==> config.mk <==
export PLATFORM = sky130hd
export DESIGN_NAME = clk_div_reconfig_ctrl_flat
export DESIGN_NICKNAME = d
export VERILOG_FILES = /design/src/rtl/clk_div_reconfig_ctrl_if.sv /design/src/rtl/clk_div_reconfig_ctrl.sv /design/src/flat_wrapper.sv
export SDC_FILE = /design/constraint.sdc
export NUM_CORES = 1
export LEC_CHECK = 0
export ABC_AREA = 1
export CAP_MARGIN = 15
export CELL_PAD_IN_SITES_DETAIL_PLACEMENT = 2
export CELL_PAD_IN_SITES_GLOBAL_PLACEMENT = 2
export CORE_MARGIN = 2
export CORE_UTILIZATION = 36
export DETAILED_ROUTE_END_ITERATION = 10
export DONT_BUFFER_PORTS = 1
export PLACE_DENSITY = 0.9
export SETUP_SLACK_MARGIN = 0.1
export SYNTH_ARGS = -nofsm -noshare
export SYNTH_HDL_FRONTEND = slang
export SYNTH_SLANG_ARGS = --single-unit
==> constraint.sdc <==
create_clock -name i_clk_in -period 2.1 [get_ports i_clk_in]
set_clock_uncertainty 0.2 [all_clocks]
set_input_delay 0.315 -clock i_clk_in [delete_from_list [all_inputs] [get_ports i_clk_in]]
set_output_delay 0.315 -clock i_clk_in [all_outputs]
set_load 0.01 [all_outputs]
==> src/rtl/clk_div_reconfig_ctrl_if.sv <==
// Request/status and divider-control signals shared between the config logic
// (master) and the reconfiguration controller (slave).
interface clk_div_reconfig_ctrl_if #(
  parameter int N_W = 8
);
  logic           req_valid;
  logic [N_W-1:0] req_n;
  logic           req_ready;
  logic [N_W-1:0] div_n;
  logic           div_rst_n;
  logic           clk_en;
  logic           busy;
  logic           cfg_done;
  logic           cfg_err;

  modport master (
    output req_valid,
    output req_n,
    input  req_ready,
    input  div_n,
    input  div_rst_n,
    input  clk_en,
    input  busy,
    input  cfg_done,
    input  cfg_err
  );

  modport slave (
    input  req_valid,
    input  req_n,
    output req_ready,
    output div_n,
    output div_rst_n,
    output clk_en,
    output busy,
    output cfg_done,
    output cfg_err
  );
endinterface

==> src/rtl/clk_div_reconfig_ctrl.sv <==
// Glitch-free run-time ratio change for the integer clock divider: waits for a
// period boundary, gates the divided clock, resets/reloads the divider, re-enables.
module clk_div_reconfig_ctrl #(
  parameter int N_W       = 8,
  parameter int N_DEFAULT = 5,
  parameter int N_MIN     = 2,
  parameter int GUARD_CYC = 2
) (
  input  logic                    i_clk_in,
  input  logic                    i_rst_n,
  clk_div_reconfig_ctrl_if.slave  bus
);

  localparam int G_W = (GUARD_CYC > 1) ? $clog2(GUARD_CYC) : 1;
  localparam logic [N_W-1:0] C_N_DEFAULT  = N_W'(N_DEFAULT);
  localparam logic [N_W-1:0] C_N_MIN      = N_W'(N_MIN);
  localparam logic [N_W-1:0] C_ONE        = N_W'(1);
  localparam logic [G_W-1:0] C_GUARD_LAST = G_W'(GUARD_CYC - 1);
  localparam logic [G_W-1:0] C_GUARD_ONE  = G_W'(1);

  typedef enum logic [2:0] {
    S_RELOAD,
    S_SETTLE,
    S_IDLE,
    S_WAIT_EDGE,
    S_GATE
  } state_t;

  state_t         r_state,     w_state_next;
  logic [N_W-1:0] r_div_n,     w_div_n_next;
  logic [N_W-1:0] r_pending,   w_pending_next;
  logic [N_W-1:0] r_phase,     w_phase_next;
  logic [G_W-1:0] r_guard,     w_guard_next;
  logic           r_div_rst_n, w_div_rst_n_next;
  logic           r_clk_en,    w_clk_en_next;
  logic           r_cfg_done,  w_cfg_done_next;
  logic           r_cfg_err,   w_cfg_err_next;
  logic           r_from_req,  w_from_req_next;

  logic [N_W-1:0] w_div_n_m1;
  logic           w_at_boundary;
  logic           w_guard_last;

  assign w_div_n_m1    = r_div_n - C_ONE;
  assign w_at_boundary = (r_phase == w_div_n_m1);
  assign w_guard_last  = (r_guard == C_GUARD_LAST);

  always_ff @(posedge i_clk_in or negedge i_rst_n) begin
    if (!i_rst_n) begin
      r_state     <= S_RELOAD;
      r_div_n     <= C_N_DEFAULT;
      r_pending   <= C_N_DEFAULT;
      r_phase     <= '0;
      r_guard     <= '0;
      r_div_rst_n <= 1'b0;
      r_clk_en    <= 1'b0;
      r_cfg_done  <= 1'b0;
      r_cfg_err   <= 1'b0;
      r_from_req  <= 1'b0;
    end else begin
      r_state     <= w_state_next;
      r_div_n     <= w_div_n_next;
      r_pending   <= w_pending_next;
      r_phase     <= w_phase_next;
      r_guard     <= w_guard_next;
      r_div_rst_n <= w_div_rst_n_next;
      r_clk_en    <= w_clk_en_next;
      r_cfg_done  <= w_cfg_done_next;
      r_cfg_err   <= w_cfg_err_next;
      r_from_req  <= w_from_req_next;
    end
  end

  // Phase mirror tracks the divider's internal counter edge for edge.
  always_comb begin
    w_phase_next = r_phase + C_ONE;
    if (!r_div_rst_n || w_at_boundary) begin
      w_phase_next = '0;
    end
  end

  always_comb begin
    w_state_next     = r_state;
    w_div_n_next     = r_div_n;
    w_pending_next   = r_pending;
    w_guard_next     = r_guard;
    w_div_rst_n_next = r_div_rst_n;
    w_clk_en_next    = r_clk_en;
    w_cfg_done_next  = 1'b0;
    w_cfg_err_next   = 1'b0;
    w_from_req_next  = r_from_req;

    case (r_state)
      S_RELOAD: begin
        w_div_rst_n_next = 1'b1;
        w_guard_next     = '0;
        w_state_next     = S_SETTLE;
      end

      S_SETTLE: begin
        if (w_guard_last) begin
          w_clk_en_next   = 1'b1;
          w_cfg_done_next = r_from_req;
          w_from_req_next = 1'b0;
          w_state_next    = S_IDLE;
        end else begin
          w_guard_next = r_guard + C_GUARD_ONE;
        end
      end

      S_IDLE: begin
        if (bus.req_valid) begin
          if (bus.req_n < C_N_MIN) begin
            w_cfg_err_next = 1'b1;
          end else if (bus.req_n == r_div_n) begin
            w_cfg_done_next = 1'b1;
          end else begin
            w_pending_next  = bus.req_n;
            w_from_req_next = 1'b1;
            w_state_next    = S_WAIT_EDGE;
          end
        end
      end

      // Acceptance happens in IDLE, so a boundary seen at that edge is skipped.
      S_WAIT_EDGE: begin
        if (w_at_boundary) begin
          w_clk_en_next = 1'b0;
          w_guard_next  = '0;
          w_state_next  = S_GATE;
        end
      end

      S_GATE: begin
        if (w_guard_last) begin
          w_div_rst_n_next = 1'b0;
          w_div_n_next     = r_pending;
          w_state_next     = S_RELOAD;
        end else begin
          w_guard_next = r_guard + C_GUARD_ONE;
        end
      end

      default: begin
        w_state_next = S_RELOAD;
      end
    endcase
  end

  assign bus.req_ready = (r_state == S_IDLE);
  assign bus.busy      = (r_state != S_IDLE);
  assign bus.div_n     = r_div_n;
  assign bus.div_rst_n = r_div_rst_n;
  assign bus.clk_en    = r_clk_en;
  assign bus.cfg_done  = r_cfg_done;
  assign bus.cfg_err   = r_cfg_err;

endmodule

==> src/flat_wrapper.sv <==
// flat-port wrapper written by rule: the top's interface ports become plain ports
module clk_div_reconfig_ctrl_flat 
#(
  parameter int N_W       = 8,
  parameter int N_DEFAULT = 5,
  parameter int N_MIN     = 2,
  parameter int GUARD_CYC = 2
)
  (i_clk_in, i_rst_n, bus_req_valid, bus_req_n, bus_req_ready, bus_div_n, bus_div_rst_n, bus_clk_en, bus_busy, bus_cfg_done, bus_cfg_err);
  clk_div_reconfig_ctrl_if #(.N_W(N_W)) bus_i ();
  input  logic i_clk_in;
  input  logic i_rst_n;
  input wire logic [$bits(bus_i.req_valid)-1:0] bus_req_valid;
  input wire logic [$bits(bus_i.req_n)-1:0] bus_req_n;
  output wire logic [$bits(bus_i.req_ready)-1:0] bus_req_ready;
  output wire logic [$bits(bus_i.div_n)-1:0] bus_div_n;
  output wire logic [$bits(bus_i.div_rst_n)-1:0] bus_div_rst_n;
  output wire logic [$bits(bus_i.clk_en)-1:0] bus_clk_en;
  output wire logic [$bits(bus_i.busy)-1:0] bus_busy;
  output wire logic [$bits(bus_i.cfg_done)-1:0] bus_cfg_done;
  output wire logic [$bits(bus_i.cfg_err)-1:0] bus_cfg_err;
  assign bus_i.req_valid = bus_req_valid;
  assign bus_i.req_n = bus_req_n;
  assign bus_req_ready = bus_i.req_ready;
  assign bus_div_n = bus_i.div_n;
  assign bus_div_rst_n = bus_i.div_rst_n;
  assign bus_clk_en = bus_i.clk_en;
  assign bus_busy = bus_i.busy;
  assign bus_cfg_done = bus_i.cfg_done;
  assign bus_cfg_err = bus_i.cfg_err;
  clk_div_reconfig_ctrl #(.N_W(N_W), .N_DEFAULT(N_DEFAULT), .N_MIN(N_MIN), .GUARD_CYC(GUARD_CYC)) u_core (.i_clk_in(i_clk_in), .i_rst_n(i_rst_n), .bus(bus_i));
endmodule
==> results <==
- In this run the worst hold path is classified as primary input to flop.
- The number of antenna violations at the first check in global routing is 0.
- For this run, design rule violations remaining after detail routing come to 0.
- The number of different library cells used by synthesis comes to 23.
- The final reports fail on hold timing, setup timing.
- Entering global routing, the biggest net connects 34 pins.
- The final RePlAce weighted congestion is 0.780.
- Counting instances, the worst hold path has a depth of 2.
- The ratio of cells with drive above 1 in the final layout is 16.5%.
- The hold violation total from the final report is 1.
- The slew of the pin with the lowest slew margin is approximately 450 ps.
- CTS saw 33 sinks.
- Setup repair after global routing could not meet its margin everywhere.
- The floorplan step set the die width to approximately 75 um.
- The minimum hold slack is -0.670 ps.
- In the final layout, flip-flops and latches occupy 831 sq um.
- The number of vias per cell after detailed routing is ~5.2.
- The count of synthesis-stage warnings from yosys is 0.
- The post-synthesis average cell area is approximately 7.5 sq um.
- After floorplanning, the core was divided into 25 placement rows.
- The endpoint identified for the worst register-to-register timing path is u_core.r_state[0].
- The wire length of the first global-routing pass is 9620 um.
- The post-detailed-routing wire length is 6420 um.
- The flow ran to the end, but the final reports show violations.
- The post-CTS clock slew at the launch and capture registers of the worst setup and hold paths is 70 ps.
- The worst path arrival time is 2090 ps.
- The H-tree was split into 2 levels.
- The detailed-route wire length per cell is 19.6 um.
- The worst register-to-register path has a depth of 12.
- Clock latency on the worst-skew pair, taken at its later pin, is 290 ps.
- After legalization and detailed placement, the total HPWL measured about 3800 um.
- The starting utilization of the core area is 37.8%.
- For this design the top-level I/O count stands at 25.
- The mapped cell area is about 1800 sq um.
- The leakage component of the power is 0.00108 uW.
- After filler insertion, the fill cell instance count of the layout stands at 571.
- The first routing iteration left 57 violations.
- STA puts the critical path data required time at roughly 2100 ps.
- The total global routing track utilization is 23.6%.
- The share of the clock period used by the worst path is 101%.
- The overflow left after global routing is 0.
- The startpoint-to-endpoint class of the critical path is flop to flop.
- The highest ir drop seen on vdd is 0.462 mV.
- The detailed router placed 1691 vias in this run.
- The number of clock buffers added by TritonCTS is 5.
- The number of buffers between clock root and the deepest sink is 2.
- The routed design could run at a clock period as short as roughly 2100 ps.
- Cells fill 45.6% of the core in the end.
- The fraction of post-synthesis cell area in the top cell type by area is roughly two fifths.
- The detailed-routing iteration count for the pre-antenna-repair pass is 4.
- The hold path endpoint is u_core.r_pending[1].
- The share of the Yosys chip area taken by registers is 46.3%.
- When the netlist entered floorplanning its net count stood at 252.
- The most area-hungry cell type in the Yosys netlist is sky130_fd_sc_hd__dfrtp_1.
- Sorting the synthesized cells by area gives the leading types as sky130_fd_sc_hd__dfrtp_1 (40%), sky130_fd_sc_hd__nand2_1 (16%), sky130_fd_sc_hd__o21ai_0 (6.1%), sky130_fd_sc_hd__inv_1 (6.1%), sky130_fd_sc_hd__dfstp_2 (5.9%).
- The final-stage net count is around 270.
- The max-capacitance violation count is 0.
- The cell at the root of the clock tree is sky130_fd_sc_hd__clkbuf_8.
- The number of max-slew violations in the final report was 0.
- The worst setup path is launched from a flop.
- The startpoint of the worst register-to-register path is u_core.bus.div_n[4].
- The most critical setup path has its startpoint at u_core.bus.div_n[4].
- Of all nets on the critical path, the largest fanout is 5.
- The via count of the first global-routing pass was 1940.
- The worst setup path is captured at a flop.
- The synthesis-to-finish area growth is 20.8%.
- The multi-input combinational cells in the finished layout cover a total of 908 sq um.
- The worst-case register-to-register setup slack is -10 ps.
- The worst slew margin relative to its limit is 69.9%.
- Counting flops and latches in the post-synthesis netlist gives 33.
- The launch point of the worst hold path is bus_req_n[1].
- The repair_antennas step left the layout with diodes totalling 0.
- For this design the ratio of total power to cell area is approximately 1100 nW/um^2.
- The die height is approximately 75 um.
- TritonCTS built the clock tree.
- Input and output buffers added on the ports amount to 0.
- Static timing analysis puts the maximum clock frequency at 473 MHz.
- In this run the remaining antenna-violating nets after routing total 0.
- The area inside the core boundary is 4750 sq um.
- The setup slack after layout is -13.5 ps.
- The die covers 5570 sq um.
- The total power consumption of the routed design is about 2500 uW.
- Setup violations remaining at the end of the flow were counted as 3.
- After technology mapping, the gate count stands at 239.
synthesized netlist by cell type:
| cell type | n |
|---|---|
| sky130_fd_sc_hd__nand2_1 | 78 |
| sky130_fd_sc_hd__dfrtp_1 | 29 |
| sky130_fd_sc_hd__inv_1 | 29 |
| sky130_fd_sc_hd__nor2_1 | 27 |
| sky130_fd_sc_hd__o21ai_0 | 22 |
| sky130_fd_sc_hd__nand3_1 | 10 |
| sky130_fd_sc_hd__xor2_1 | 6 |
| sky130_fd_sc_hd__nand2_2 | 5 |
| sky130_fd_sc_hd__nor2_2 | 5 |
| sky130_fd_sc_hd__xnor2_1 | 5 |
| sky130_fd_sc_hd__dfstp_2 | 4 |
| sky130_fd_sc_hd__nand4_1 | 4 |
| sky130_fd_sc_hd__nor3_1 | 3 |
| sky130_fd_sc_hd__ha_1 | 2 |
| sky130_fd_sc_hd__o21ai_1 | 2 |
| sky130_fd_sc_hd__a21oi_1 | 1 |
| sky130_fd_sc_hd__buf_2 | 1 |
| sky130_fd_sc_hd__buf_6 | 1 |
| sky130_fd_sc_hd__inv_2 | 1 |
| sky130_fd_sc_hd__nand3_2 | 1 |
| sky130_fd_sc_hd__nand3_4 | 1 |
| sky130_fd_sc_hd__nor3b_1 | 1 |
| sky130_fd_sc_hd__o211ai_1 | 1 |
kinds of logic after synthesis:
| kind of cell | after synthesis | synth area share [%] |
|---|---|---|
| compound gates | 26 | 7.39 |
| xor+xnor | 11 | 5.37 |
| fa+ha+maj | 2 | 1.39 |
| buf+inv | 32 | 7.18 |
| flops | 33 | 46.3 |
| simple gates | 135 | 32.4 |
repair_timing:
action | in CTS | in global routing
resized for setup | 3 | 16
buffers inserted | 2 | 2
pin swaps | 4 | 7
gates cloned | 0 | 1
setup endpoints to repair | 11 | 22
hold buffers | 7 | 0
endpoints found under the hold margin | 39 | 0
layout make-up:
cell class	instances	area share [%]
clock buffers	8	4.15
inverters	30	5.31
multi-input cells	175	41.9
flip-flops and latches	33	38.3
well taps	67	3.87
repair buffers	14	6.46
placed cells by master (no fill, tap or decap), drive strengths merged:
| cell type | Yosys | routed |
|---|---|---|
| nor2 | 32 | 32 |
| nor3 | 3 | 3 |
| ha | 2 | 2 |
| xor2 | 6 | 6 |
| o21ai | 24 | 24 |
| dlygate4sd3 | 0 | 6 |
| nor3b | 1 | 1 |
| o211ai | 1 | 1 |
| nand3 | 12 | 13 |
| clkbuf | 0 | 8 |
| xnor2 | 5 | 5 |
| inv | 30 | 30 |
| dfstp | 4 | 4 |
| dfrtp | 29 | 29 |
| nand2 | 83 | 83 |
| nand4 | 4 | 4 |
| buf | 2 | 8 |
| a21oi | 1 | 1 |
worst max-delay path, cell delays in order (launching register included):
cell	delay [ps]
sky130_fd_sc_hd__dfrtp_1	510
sky130_fd_sc_hd__nor2_1	210
sky130_fd_sc_hd__nand2_1	120
sky130_fd_sc_hd__nor2_1	140
sky130_fd_sc_hd__nand2_1	90
sky130_fd_sc_hd__nand2_1	120
sky130_fd_sc_hd__nand2_1	70
sky130_fd_sc_hd__nor2_2	150
sky130_fd_sc_hd__nand2_2	120
sky130_fd_sc_hd__nand2_4	100
sky130_fd_sc_hd__nand2_4	50
sky130_fd_sc_hd__nand2_2	70
sky130_fd_sc_hd__nand2_2	50
how the worst max path moves through the flow:
stage / slack [ps] / depth (start not counted) / to
floorplan: 130 / 12 / u_core.r_state[1]
global placement: 100 / 14 / u_core.r_state[1]
detailed placement: -20 / 14 / u_core.r_state[0]
CTS: 60 / 12 / u_core.r_state[0]
global route: -160 / 12 / u_core.r_guard
finish: -10 / 12 / u_core.r_state[0]
sequential cells by signal, summed over array words and instances (netlist names), 3 cells and up:
name	count
u_core.r_phase	8
u_core.bus.div_n	8
u_core.r_state	3
u_core.r_pending	8
through the flow:
stage                     instance area, sq um  hold slack [ps]  worst slack (ps)  std cells  TNS [ps]
after detailed placement                  1890             -180             -18.7        307     -29.4
after global placement                    1890             -180              98.1        307         0
after global routing                      2170             30.1              -155        327     -1560
after CTS                                 2090             8.41              57.8        324         0
after floorplan                           1800             -181               132        239         0
final                                     2170           -0.670             -13.5        327     -30.2
layer usage:
metal / vias to the layer above / track usage (%) / wire [um]
li1: 786 / - / -
met1: 849 / 25.2 / 2550
met2: 37 / 44.4 / 3350
met3: 19 / 6.43 / 310
met4: 0 / 8.33 / 208
met5: - / 0 / 0
power breakdown:
group,switching (uW),internal (uW),leakage (uW)
registers,194,845,0.000403
clock network,246,268,0.0000455
logic,583,329,0.000636
total,1020,1440,0.00108
(Power assumes the default switching activity.)
